**src/rtl/unified_mem_arbiter.sv**
```systemverilog
// Arbiter for the shared RV32 instruction/data memory: one command at a time, data-first with fetch anti-starvation.
// Optional build macro ARB_PERF_CNT_EN adds the perf_if_stall / perf_d_grants counters.
module unified_mem_arbiter #(
  parameter int ADDR_W     = 6,
  parameter int MEM_LAT    = 1,
  parameter int STARVE_MAX = 4
) (
  input  logic              clk,
  input  logic              rst_n,
  input  logic              if_req,
  input  logic [31:0]       if_addr,
  output logic              if_gnt,
  output logic              if_rvalid,
  output logic [31:0]       if_rdata,
  input  logic              d_req,
  input  logic              d_we,
  input  logic [31:0]       d_addr,
  input  logic [3:0]        d_be,
  input  logic [31:0]       d_wdata,
  output logic              d_gnt,
  output logic              d_rvalid,
  output logic [31:0]       d_rdata,
  output logic              stall_if,
  output logic              mem_en,
  output logic              mem_we,
  output logic [3:0]        mem_be,
  output logic [ADDR_W-1:0] mem_addr,
  output logic [31:0]       mem_wdata,
`ifdef ARB_PERF_CNT_EN
  input  logic [31:0]       mem_rdata,
  output logic [31:0]       perf_if_stall,
  output logic [31:0]       perf_d_grants
`else
  input  logic [31:0]       mem_rdata
`endif
);

  typedef enum logic {IDLE = 1'b0, BUSY = 1'b1} state_t;

  localparam logic [1:0] LAST_CNT = 2'(MEM_LAT - 1);
  localparam logic [3:0] STARVE_LIM = 4'(STARVE_MAX);

  state_t     state_r, state_s;
  logic [1:0] cnt_r, cnt_s;
  logic [3:0] starve_r, starve_s;
  logic       owner_d_r, owner_d_s;
  logic       owner_we_r, owner_we_s;
  logic       resp_s, issue_ok_s, pick_d_s, pick_i_s, resp_out_s;
  logic       unused_s;

  // Byte offset and high address bits never reach the word-addressed memory.
  assign unused_s = ^{if_addr[31:ADDR_W+2], if_addr[1:0], d_addr[31:ADDR_W+2], d_addr[1:0]};

  // Arbitration, command drive, response routing and next-state logic.
  always_comb begin
    state_s    = state_r;
    cnt_s      = cnt_r;
    starve_s   = starve_r;
    owner_d_s  = owner_d_r;
    owner_we_s = owner_we_r;

    resp_s     = (state_r == BUSY) && (cnt_r == LAST_CNT);
    issue_ok_s = rst_n && ((state_r == IDLE) || resp_s);
    pick_d_s   = issue_ok_s && d_req && !(if_req && (starve_r == STARVE_LIM));
    pick_i_s   = issue_ok_s && if_req && !pick_d_s;
    resp_out_s = rst_n && resp_s;

    if_gnt    = pick_i_s;
    d_gnt     = pick_d_s;
    stall_if  = rst_n && if_req && !pick_i_s;
    mem_en    = pick_i_s || pick_d_s;
    mem_we    = pick_d_s && d_we;
    mem_wdata = pick_d_s ? d_wdata : 32'h0;
    if (pick_d_s) begin
      mem_be   = d_we ? d_be : 4'hF;
      mem_addr = d_addr[ADDR_W+1:2];
    end else if (pick_i_s) begin
      mem_be   = 4'hF;
      mem_addr = if_addr[ADDR_W+1:2];
    end else begin
      mem_be   = 4'h0;
      mem_addr = {ADDR_W{1'b0}};
    end

    if_rvalid = resp_out_s && !owner_d_r;
    d_rvalid  = resp_out_s && owner_d_r;
    if_rdata  = if_rvalid ? mem_rdata : 32'h0;
    d_rdata   = (d_rvalid && !owner_we_r) ? mem_rdata : 32'h0;

    if (mem_en) begin
      state_s    = BUSY;
      cnt_s      = 2'd0;
      owner_d_s  = pick_d_s;
      owner_we_s = pick_d_s && d_we;
    end else if (resp_s) begin
      state_s = IDLE;
      cnt_s   = 2'd0;
    end else if (state_r == BUSY) begin
      cnt_s = cnt_r + 2'd1;
    end else begin
      cnt_s = 2'd0;
    end

    // Streak of data grants that fetch has sat through; saturates at the limit.
    if (!if_req || pick_i_s) begin
      starve_s = 4'd0;
    end else if (pick_d_s && (starve_r < STARVE_LIM)) begin
      starve_s = starve_r + 4'd1;
    end else begin
      starve_s = starve_r;
    end
  end

  // State, latency, starvation and owner registers.
  always_ff @(posedge clk) begin
    if (!rst_n) begin
      state_r    <= IDLE;
      cnt_r      <= 2'd0;
      starve_r   <= 4'd0;
      owner_d_r  <= 1'b0;
      owner_we_r <= 1'b0;
    end else begin
      state_r    <= state_s;
      cnt_r      <= cnt_s;
      starve_r   <= starve_s;
      owner_d_r  <= owner_d_s;
      owner_we_r <= owner_we_s;
    end
  end

`ifdef ARB_PERF_CNT_EN
  logic [31:0] perf_stall_r, perf_dgnt_r;

  // Free-running wrap-around event counters.
  always_ff @(posedge clk) begin
    if (!rst_n) begin
      perf_stall_r <= 32'h0;
      perf_dgnt_r  <= 32'h0;
    end else begin
      perf_stall_r <= perf_stall_r + {31'h0, stall_if};
      perf_dgnt_r  <= perf_dgnt_r + {31'h0, d_gnt};
    end
  end

  assign perf_if_stall = rst_n ? perf_stall_r : 32'h0;
  assign perf_d_grants = rst_n ? perf_dgnt_r : 32'h0;
`endif

endmodule

```
**config.mk**
```make
export PLATFORM = sky130hd
export DESIGN_NAME = unified_mem_arbiter
export DESIGN_NICKNAME = d
export VERILOG_FILES = /design/src/rtl/unified_mem_arbiter.sv
export SDC_FILE = /design/constraint.sdc
export NUM_CORES = 1
export LEC_CHECK = 0
export ABC_AREA = 1
export CAP_MARGIN = 20
export CORE_AREA = 3 3 97 99
export CTS_BUF_LIST = sky130_fd_sc_hd__clkbuf_8
export CTS_CLUSTER_DIAMETER = 30
export DETAILED_ROUTE_END_ITERATION = 10
export DIE_AREA = 0 0 100 102
export PLACE_DENSITY = 0.72
export SKIP_LAST_GASP = 1
export SYNTH_ARGS = -nofsm -noshare
export SYNTH_HDL_FRONTEND = slang
export SYNTH_SLANG_ARGS = --single-unit
```
**constraint.sdc**
```tcl
create_clock -name clk -period 1.8 [get_ports clk]
set_input_delay 0.27 -clock clk [delete_from_list [all_inputs] [get_ports clk]]
set_output_delay 0.27 -clock clk [all_outputs]
set_load 0.01 [all_outputs]
```
# After elaboration in Yosys (flattened, before gate mapping)
# Index checks and enable logic that the tools add are counted.
dict set report classes {
  addsub 2
  magnitude_cmp 1
  n_eq_ne 1
  n_mux 10
  bitwise 2
  reduce_logical 28
}
# cell n
set op_table {}
lappend op_table {{32-bit two-way mux} 3}
lappend op_table {{1-bit logical AND} 15}
lappend op_table {{4-bit two-way mux} 3}
lappend op_table {{6-bit two-way mux} 2}
lappend op_table {{1-bit logical NOT} 6}
lappend op_table {{4-bit by 1-bit adder with 4-bit output, second input constant} 1}
lappend op_table {{4-bit by 3-bit equality test with 1-bit output, second input constant} 1}
lappend op_table {{4-bit by 3-bit less-than comparator with 1-bit output, second input constant} 1}
lappend op_table {{4-bit OR reduction} 1}
lappend op_table {{1-bit logical OR} 3}
lappend op_table {{2-bit by 1-bit adder with 2-bit output, second input constant} 1}
lappend op_table {{2-bit logical NOT} 1}
lappend op_table {{1-bit two-way mux} 2}
lappend op_table {{1-bit inverter} 2}
lappend op_table {{2-bit nonzero test} 1}
lappend op_table {{2-bit OR reduction} 1}
dict set report totals {
  regBits 9
  input_bits 137
  output_inout_bits 113
  word_cells 49
}

# Depth between registers and ports, before layout
# Gate-level depths: netlist (run 1).
dict set report logic_depth {
  word_depth 10
  mapped_depth 10
  ltp_nobuf 10
}

# Least setup slack after synthesis (run 1)
# No wires, ideal clock.
dict set report synth_path {
  kind {register to output}
  startpoint {register cnt_r[0]}
  endpoint {output port mem_addr[0]}
  t_arrival_ps 1307
  t_required_ps 1530
  path_slack_ps 223
  stages_incl_launch_ff 10
  n_path_buf 0
  path_cell_list {dfxtp_1 inv_1 ha_1 nor2_2 nor2_4 nand2_4 nand2_4 inv_2 nand2_1 nand2_1}
}
dict set report synth_via {
  elab_chain_len 10
  word_cells_on_any_way 11
  classes_between {mux (2); reduce/logical (9)}
}
# element line_no
set synth_lines {}
lappend synth_lines {{from (decl)} 44} ;# logic [1:0] cnt_r, cnt_s;
lappend synth_lines {{from (signal assigned)} 124} ;# cnt_r <= cnt_s;
lappend synth_lines {{2-bit logical NOT (*)} 62} ;# resp_s = (state_r == BUSY) && (cnt_r == LAST_CNT);
lappend synth_lines {{1-bit logical AND (*)} 62}
lappend synth_lines {{1-bit logical OR (*)} 63} ;# issue_ok_s = rst_n && ((state_r == IDLE) || resp_s);
lappend synth_lines {{1-bit logical AND (*)} 63}
lappend synth_lines {{1-bit logical AND (2 in a row)} 64} ;# pick_d_s = issue_ok_s && d_req && !(if_req && (starve_r == STARVE_LIM));
lappend synth_lines {{1-bit logical NOT} 65} ;# pick_i_s = issue_ok_s && if_req && !pick_d_s;
lappend synth_lines {{1-bit logical AND (*)} 65}
lappend synth_lines {{named net if_gnt} 12} ;# output logic if_gnt,
lappend synth_lines {{6-bit two-way mux (*)} 77} ;# end else if (pick_i_s) begin
lappend synth_lines {{6-bit two-way mux (*)} 74} ;# if (pick_d_s) begin
lappend synth_lines {{to (decl)} 27} ;# output logic [ADDR_W-1:0] mem_addr,
# Mark *: on every way through the listed nets, which the timed path passes. The rest lies on a longest branch.

# Worst setup path after layout (run 1)
dict set report layout_path {
  startpoint {register cnt_r[0]}
  endpoint {output port mem_be[3]}
}
dict set report layout_via {
  elab_chain_len 10
  word_cells_on_any_way 11
  classes_between {mux (2); reduce/logical (9)}
}
# element line_no
set layout_lines {}
lappend layout_lines {{2-bit logical NOT (*)} 62}
lappend layout_lines {{1-bit logical AND (*)} 62}
lappend layout_lines {{1-bit logical OR (*)} 63}
lappend layout_lines {{1-bit logical AND (*)} 63}
lappend layout_lines {{1-bit logical AND (2 in a row)} 64}
lappend layout_lines {{1-bit logical NOT} 65}
lappend layout_lines {{1-bit logical AND} 65}
lappend layout_lines {{4-bit two-way mux} 77}
lappend layout_lines {{4-bit two-way mux (*)} 74}
lappend layout_lines {{to (decl)} 26} ;# output logic [3:0] mem_be,
# Every way passes the cells marked *; elsewhere a longest branch is shown, timed or not.

==> metrics.txt, run 1 <==
grt met3 use 0.0294; DR vias 2358; met1 Use GR 0.128; initial antenna violation count 0; met2 Use GR 0.253; CTS max path bufs 2; PwrDens 278 nW/um^2; initial drt markers 34; Layout area overhead 201%; design area 4020 sq um; Synth area leaders nor2_1 31%, inv_1 23%, dfxtp_1 14%; Setup violations, final 38; GRT busiest layer met2; drt drc 0; CTS clk-pin slew, worst paths 40 ps; Switching Power 0.386 mW; status finished with violations; fmax 546 MHz; Port-buffer cells 197; Pleak 2.10 nW; fin crit share 1.02; MaxCap Viol Count 0; asr flop ratio synth 0; Setup CP Type reg -> out; placed insts 581; Die Y 102 microns; global-route wire length before repair 10500 microns; Synth Area per Inst 5.05 sq um; Net Sw Frac 0.345; Yosys top cell by area nor2_1; #FFs+latches synth 9; Synth top cells by count 111 x nor2_1, 82 x inv_1, 26 x nand2_1; count leader, synth nor2_1; All-Layer GR Usage 0.123; EDFF count, synth 0; crit start category flop; post-route ant nets 0; core area 8640 sq um; Synth Net Count 404; post-placement cell area 3520 sq um; worst-path fanout max 4; # diodes 0; Max IR drop VDD 0.350 mV; Clock Power Share 0.203; P_int 0.732 mW; CP Data Required Time 1530 ps; final cell count without fillers 602; number of standard cells after synthesis 264; Hold Buf Count CTS 0; number of hold violations in the final report 0; H-Tree Depth 1; Mapped Area 1330 sq um; nets 635; ys flop type dfxtp_1; Tmin final 1830 ps; worst-skew pair later-pin latency 230 ps; grt total ovfl 0; area share of the largest cell type after synthesis 0.312; Rows 34; CTS tree done; share of layout cells above drive strength 1 0.470; total clock buffers created by CTS 3; Crit path arrival time 1560 ps; WL/cell 12.7 microns; largest net degree at the start of global routing 33; routability congestion estimate 0.744; sequential-to-total area share from yosys stat 0.135; I/O Pins 250; Clock Sinks 9; initial core utilization 0.154; RSZ-0062 raised after global routing true; Root Driver clkbuf_8; via/cell ratio 3.92; WL final 7650 microns; die width 100 microns; synth unique cells 18; Crit. End Element output pin; Slew @ Worst Pin 251 ps; die area 10200 sq um; number of global-route vias before repair 2287; sequential fraction of design power 0.187; final worst slack -32.8 ps; Final HPWL DP 5700 microns; HP Class reg -> reg; clock skew 1.16 ps; YS warnings 0; failing checks negative setup slack; Total Neg Setup Slack -568 ps; Gate power share 0.610; Final Slew Violations 0; Slew headroom 0.832; first-pass detailed-route iteration total 4
[critical path, stage by stage (launching register included)]
cell	delay (ps)
dfxtp_2	320
inv_2	40
ha_4	170
nor2_4	140
buf_6	120
nor2_4	60
nor2_4	180
buf_6	130
nor2_2	30
buf_2	140
[cells in the final DEF, fill, tap and decap left out, drive strengths merged]
| master | count |
|---|---|
| dlymetal6s2s | 1 |
| nand3 | 4 |
| nand2 | 32 |
| dlygate4sd2 | 4 |
| nor2 | 116 |
| buf | 118 |
| clkdlybuf4s15 | 25 |
| clkinv | 1 |
| clkbuf | 9 |
| clkdlybuf4s50 | 81 |
| a21oi | 4 |
| dfxtp | 9 |
| inv | 84 |
| ha | 3 |
| nand4 | 3 |
[metrics by stage]
step | utilization | power [mW] | setup slack [ps] | hold WS (ps)
after floorplan | - | 0.420 | 223 | 393
after global placement | 0.408 | 0.824 | -549 | 469
after detailed placement | 0.408 | 0.833 | -564 | 470
after CTS | 0.407 | 1.04 | -143 | 477
after global routing | 0.465 | 1.18 | -119 | 505
final | 0.465 | 1.12 | -32.8 | 471
[cells by family (layout without fill, tap and decap cells)]
| kind of cell | after synthesis | in the layout | share of synthesized area |
|---|---|---|---|
| flip-flops | 9 | 9 | 0.135 |
| adder cells (fa/ha/maj) | 3 | 3 | 0.0281 |
| AND/OR/NAND/NOR | 155 | 155 | 0.489 |
| buffers and inverters | 93 | 323 | 0.327 |
| AO/OA/AOI/OAI | 4 | 4 | 0.0206 |
[per-layer routing]
layer	wire [microns]	vias up	part of all wire
li1	-	1182	-
met1	2540	1057	0.33
met2	4320	113	0.56
met3	710	6	0.093
met4	81	0	0.011
met5	0	-	0
[final timing paths]
path / from / to / slack (ps) / cells after the start
max: cnt_r[0]$_SDFF_PP0_ / mem_be[3] / -30 / 9
max reg2reg: cnt_r[0]$_SDFF_PP0_ / state_r$_SDFFE_PN0P_ / 310 / 10
min reg2reg: owner_we_r$_SDFFE_PN0P_ / owner_we_r$_SDFFE_PN0P_ / 470 / 2
min: owner_we_r$_SDFFE_PN0P_ / owner_we_r$_SDFFE_PN0P_ / 470 / 2
[cell type report]
cell class	instances	area (sq um)
fillers	870	4620
well taps	108	135
clock inverters	1	3.75
inverters	84	335
clock buffers	3	41.3
flip-flops and latches	9	184
repair buffers	235	2240
multi-input cells	162	1080
[sequential cells by signal (all words and copies together) (netlist names)]
signal,cells
owner_we_r,1
state_r,1
cnt_r,2
owner_d_r,1
starve_r,4
[power by group through the flow]
stage | Sequential [mW] | Clock [mW] | Combinational, mW
2_1_floorplan | 0.211 | 0 | 0.209
3_3_place_gp | 0.211 | 0 | 0.612
3_5_place_dp | 0.212 | 0 | 0.621
4_1_cts | 0.209 | 0.236 | 0.597
5_1_grt | 0.210 | 0.240 | 0.735
6_report | 0.209 | 0.227 | 0.682
[repair_timing]
item / CTS / global route
resized for setup: 360 / 222
pin swaps: 9 / 15
gates cloned: 1 / 4
setup endpoints to repair: 113 / 111
setup buffers: 12 / 3
No activity file was read; power rests on OpenSTA's default activity.
==> run 2, diff against run 1 <==
--- a/config.mk
+++ b/config.mk
@@ -6,12 +6,14 @@
 export NUM_CORES = 1
 export LEC_CHECK = 0
 export ABC_AREA = 1
+export ABC_CLOCK_PERIOD_IN_PS = 1800
 export CAP_MARGIN = 20
 export CORE_AREA = 3 3 97 99
 export CTS_BUF_LIST = sky130_fd_sc_hd__clkbuf_8
 export CTS_CLUSTER_DIAMETER = 30
 export DETAILED_ROUTE_END_ITERATION = 10
 export DIE_AREA = 0 0 100 102
+export MAX_ROUTING_LAYER = met4
 export PLACE_DENSITY = 0.72
 export SKIP_LAST_GASP = 1
 export SYNTH_ARGS = -nofsm -noshare
==> metrics.txt, run 2 (synthesis results as in run 1) <==
status finished with violations; failing checks negative setup slack; Root Driver clkbuf_8; Layout area overhead 201%; Slew headroom 0.832; worst-skew pair later-pin latency 230 ps; most flop-heavy register starve_r; Crit path arrival time 1560 ps; total clock buffers created by CTS 3; commonest non-fill, non-tap cells in the layout 81 x clkdlybuf4s50_1, 76 x inv_1, 66 x nor2_1, 49 x buf_2, 42 x buf_6; die area 10200 sq um; # diodes 0; Rows 34; core area 8640 sq um; number of global-route vias before repair 2285; CTS max path bufs 2; P_int 0.732 mW; nets 635; CP Capture Point mem_be[3]; number of hold violations in the final report 0; CP Data Required Time 1530 ps; Clock Power Share 0.203; Setup violations, final 38; drt drc 0; All-Layer GR Usage 0.127; Switching Power 0.386 mW; PwrDens 278 nW/um^2; Multi-input gate area 1080 sq um; clock skew 1.16 ps; die width 100 microns; DR vias 2356; global-route wire length before repair 10500 microns; Final Slew Violations 0; Final HPWL DP 5700 microns; post-route ant nets 0; Reg-to-Reg End state_r$_SDFFE_PN0P_; Layout fillers 870; initial drt markers 35; max FFs per register 4; reg2reg start cnt_r[0]$_SDFF_PP0_; Largest regs starve_r (4), cnt_r (2); HP Class reg -> reg; final worst slack -32.8 ps; placed insts 581; grt total ovfl 0; CTS clk-pin slew, worst paths 40 ps; Place WS -564 ps; I/O Pins 250; Hold Buf Count CTS 0; routability congestion estimate 0.754; final cell count without fillers 602; share of layout cells above drive strength 1 0.470; largest net degree at the start of global routing 33; commonest non-fill, non-tap cell in the layout clkdlybuf4s50_1; H-Tree Depth 1; Clock Sinks 9; initial antenna violation count 0; Port-buffer cells 197; MaxCap Viol Count 0; Slew @ Worst Pin 251 ps; first-pass detailed-route iteration total 4; sequential fraction of design power 0.187; Tmin final 1830 ps; path depth of the worst reg2reg path 10; Hold Path Depth 2; Die Y 102 microns; FF-to-FF setup slack 310 ps; Worst Setup SP cnt_r[0]$_SDFF_PP0_; via/cell ratio 3.91; fmax 546 MHz; worst-path fanout max 4; fin crit share 1.02; Pleak 2.10 nW; WL final 7630 microns; initial core utilization 0.154; CTS tree done; Net Sw Frac 0.345; Crit. End Element output pin; RSZ-0062 raised after global routing true; Setup CP Type reg -> out; crit start category flop; Gate power share 0.609; WL/cell 12.7 microns; Register Area 184 sq um; Max IR drop VDD 0.350 mV
-- run 2: cell counts in the layout (fill, tap and decap cells not counted) --
Identical to the previous run, type by type.
-- run 2: cell type report --
cell class,count,share of cell area
repair buffers,235,0.556
flip-flops and latches,9,0.0458
well taps,108,0.0336
multi-input cells,162,0.270
clock buffers,3,0.0103
inverters,84,0.0834
clock inverters,1,0.000934
-- run 2: how the worst min path moves through the flow --
stage                                       start                       to  slack, ps
after floorplan               cnt_r[0]$_SDFF_PP0_      cnt_r[0]$_SDFF_PP0_        390
after global placement    owner_we_r$_SDFFE_PN0P_  owner_we_r$_SDFFE_PN0P_        470
after detailed placement  owner_we_r$_SDFFE_PN0P_  owner_we_r$_SDFFE_PN0P_        470
after CTS                 owner_we_r$_SDFFE_PN0P_  owner_we_r$_SDFFE_PN0P_        480
after global routing      owner_we_r$_SDFFE_PN0P_  owner_we_r$_SDFFE_PN0P_        500
final                     owner_we_r$_SDFFE_PN0P_  owner_we_r$_SDFFE_PN0P_        470
-- run 2: through the flow --
step / power (mW) / util / area [sq um] / hold slack [ps] / TNS [ps]
global route: 1.18 / 0.465 / 4020 / 505 / -5850
global placement: 0.824 / 0.408 / 3520 / 469 / -51870
floorplan: 0.420 / - / 1330 / 393 / 0
finish: 1.12 / 0.465 / 4020 / 471 / -569
detailed placement: 0.833 / 0.408 / 3520 / 470 / -53570
CTS: 1.04 / 0.407 / 3520 / 477 / -4610
-- run 2: worst max-delay path, cell delays in order, from the launching register on --
cell and delay, ps:
dfxtp_2 320, inv_2 40, ha_4 170, nor2_4 140, buf_6 120, nor2_4 60, nor2_4 180, buf_6 130
nor2_2 30, buf_2 140
-- run 2: repair_timing --
action | CTS | global route
resized for setup | 360 | 222
endpoints found under the hold margin | 0 | 0
pin swaps | 9 | 15
buffers inserted | 12 | 3
endpoints found under the setup margin | 113 | 111
gates cloned | 1 | 4
-- run 2: power groups by stage --
stage               clock (mW)  combinational, mW  sequential (mW)
finish                   0.227              0.681            0.209
global route             0.240              0.735            0.210
CTS                      0.236              0.597            0.209
detailed placement           0              0.621            0.212
global placement             0              0.612            0.211
floorplan                    0              0.209            0.211
-- run 2: metal layers --
| layer | up-vias | track usage | wire length [microns] |
|---|---|---|---|
| li1 | 1182 | - | - |
| met3 | 8 | 0.0246 | 664 |
| met2 | 115 | 0.253 | 4310 |
| met5 | - | - | 0 |
| met1 | 1051 | 0.131 | 2570 |
| met4 | 0 | 0.0135 | 91 |
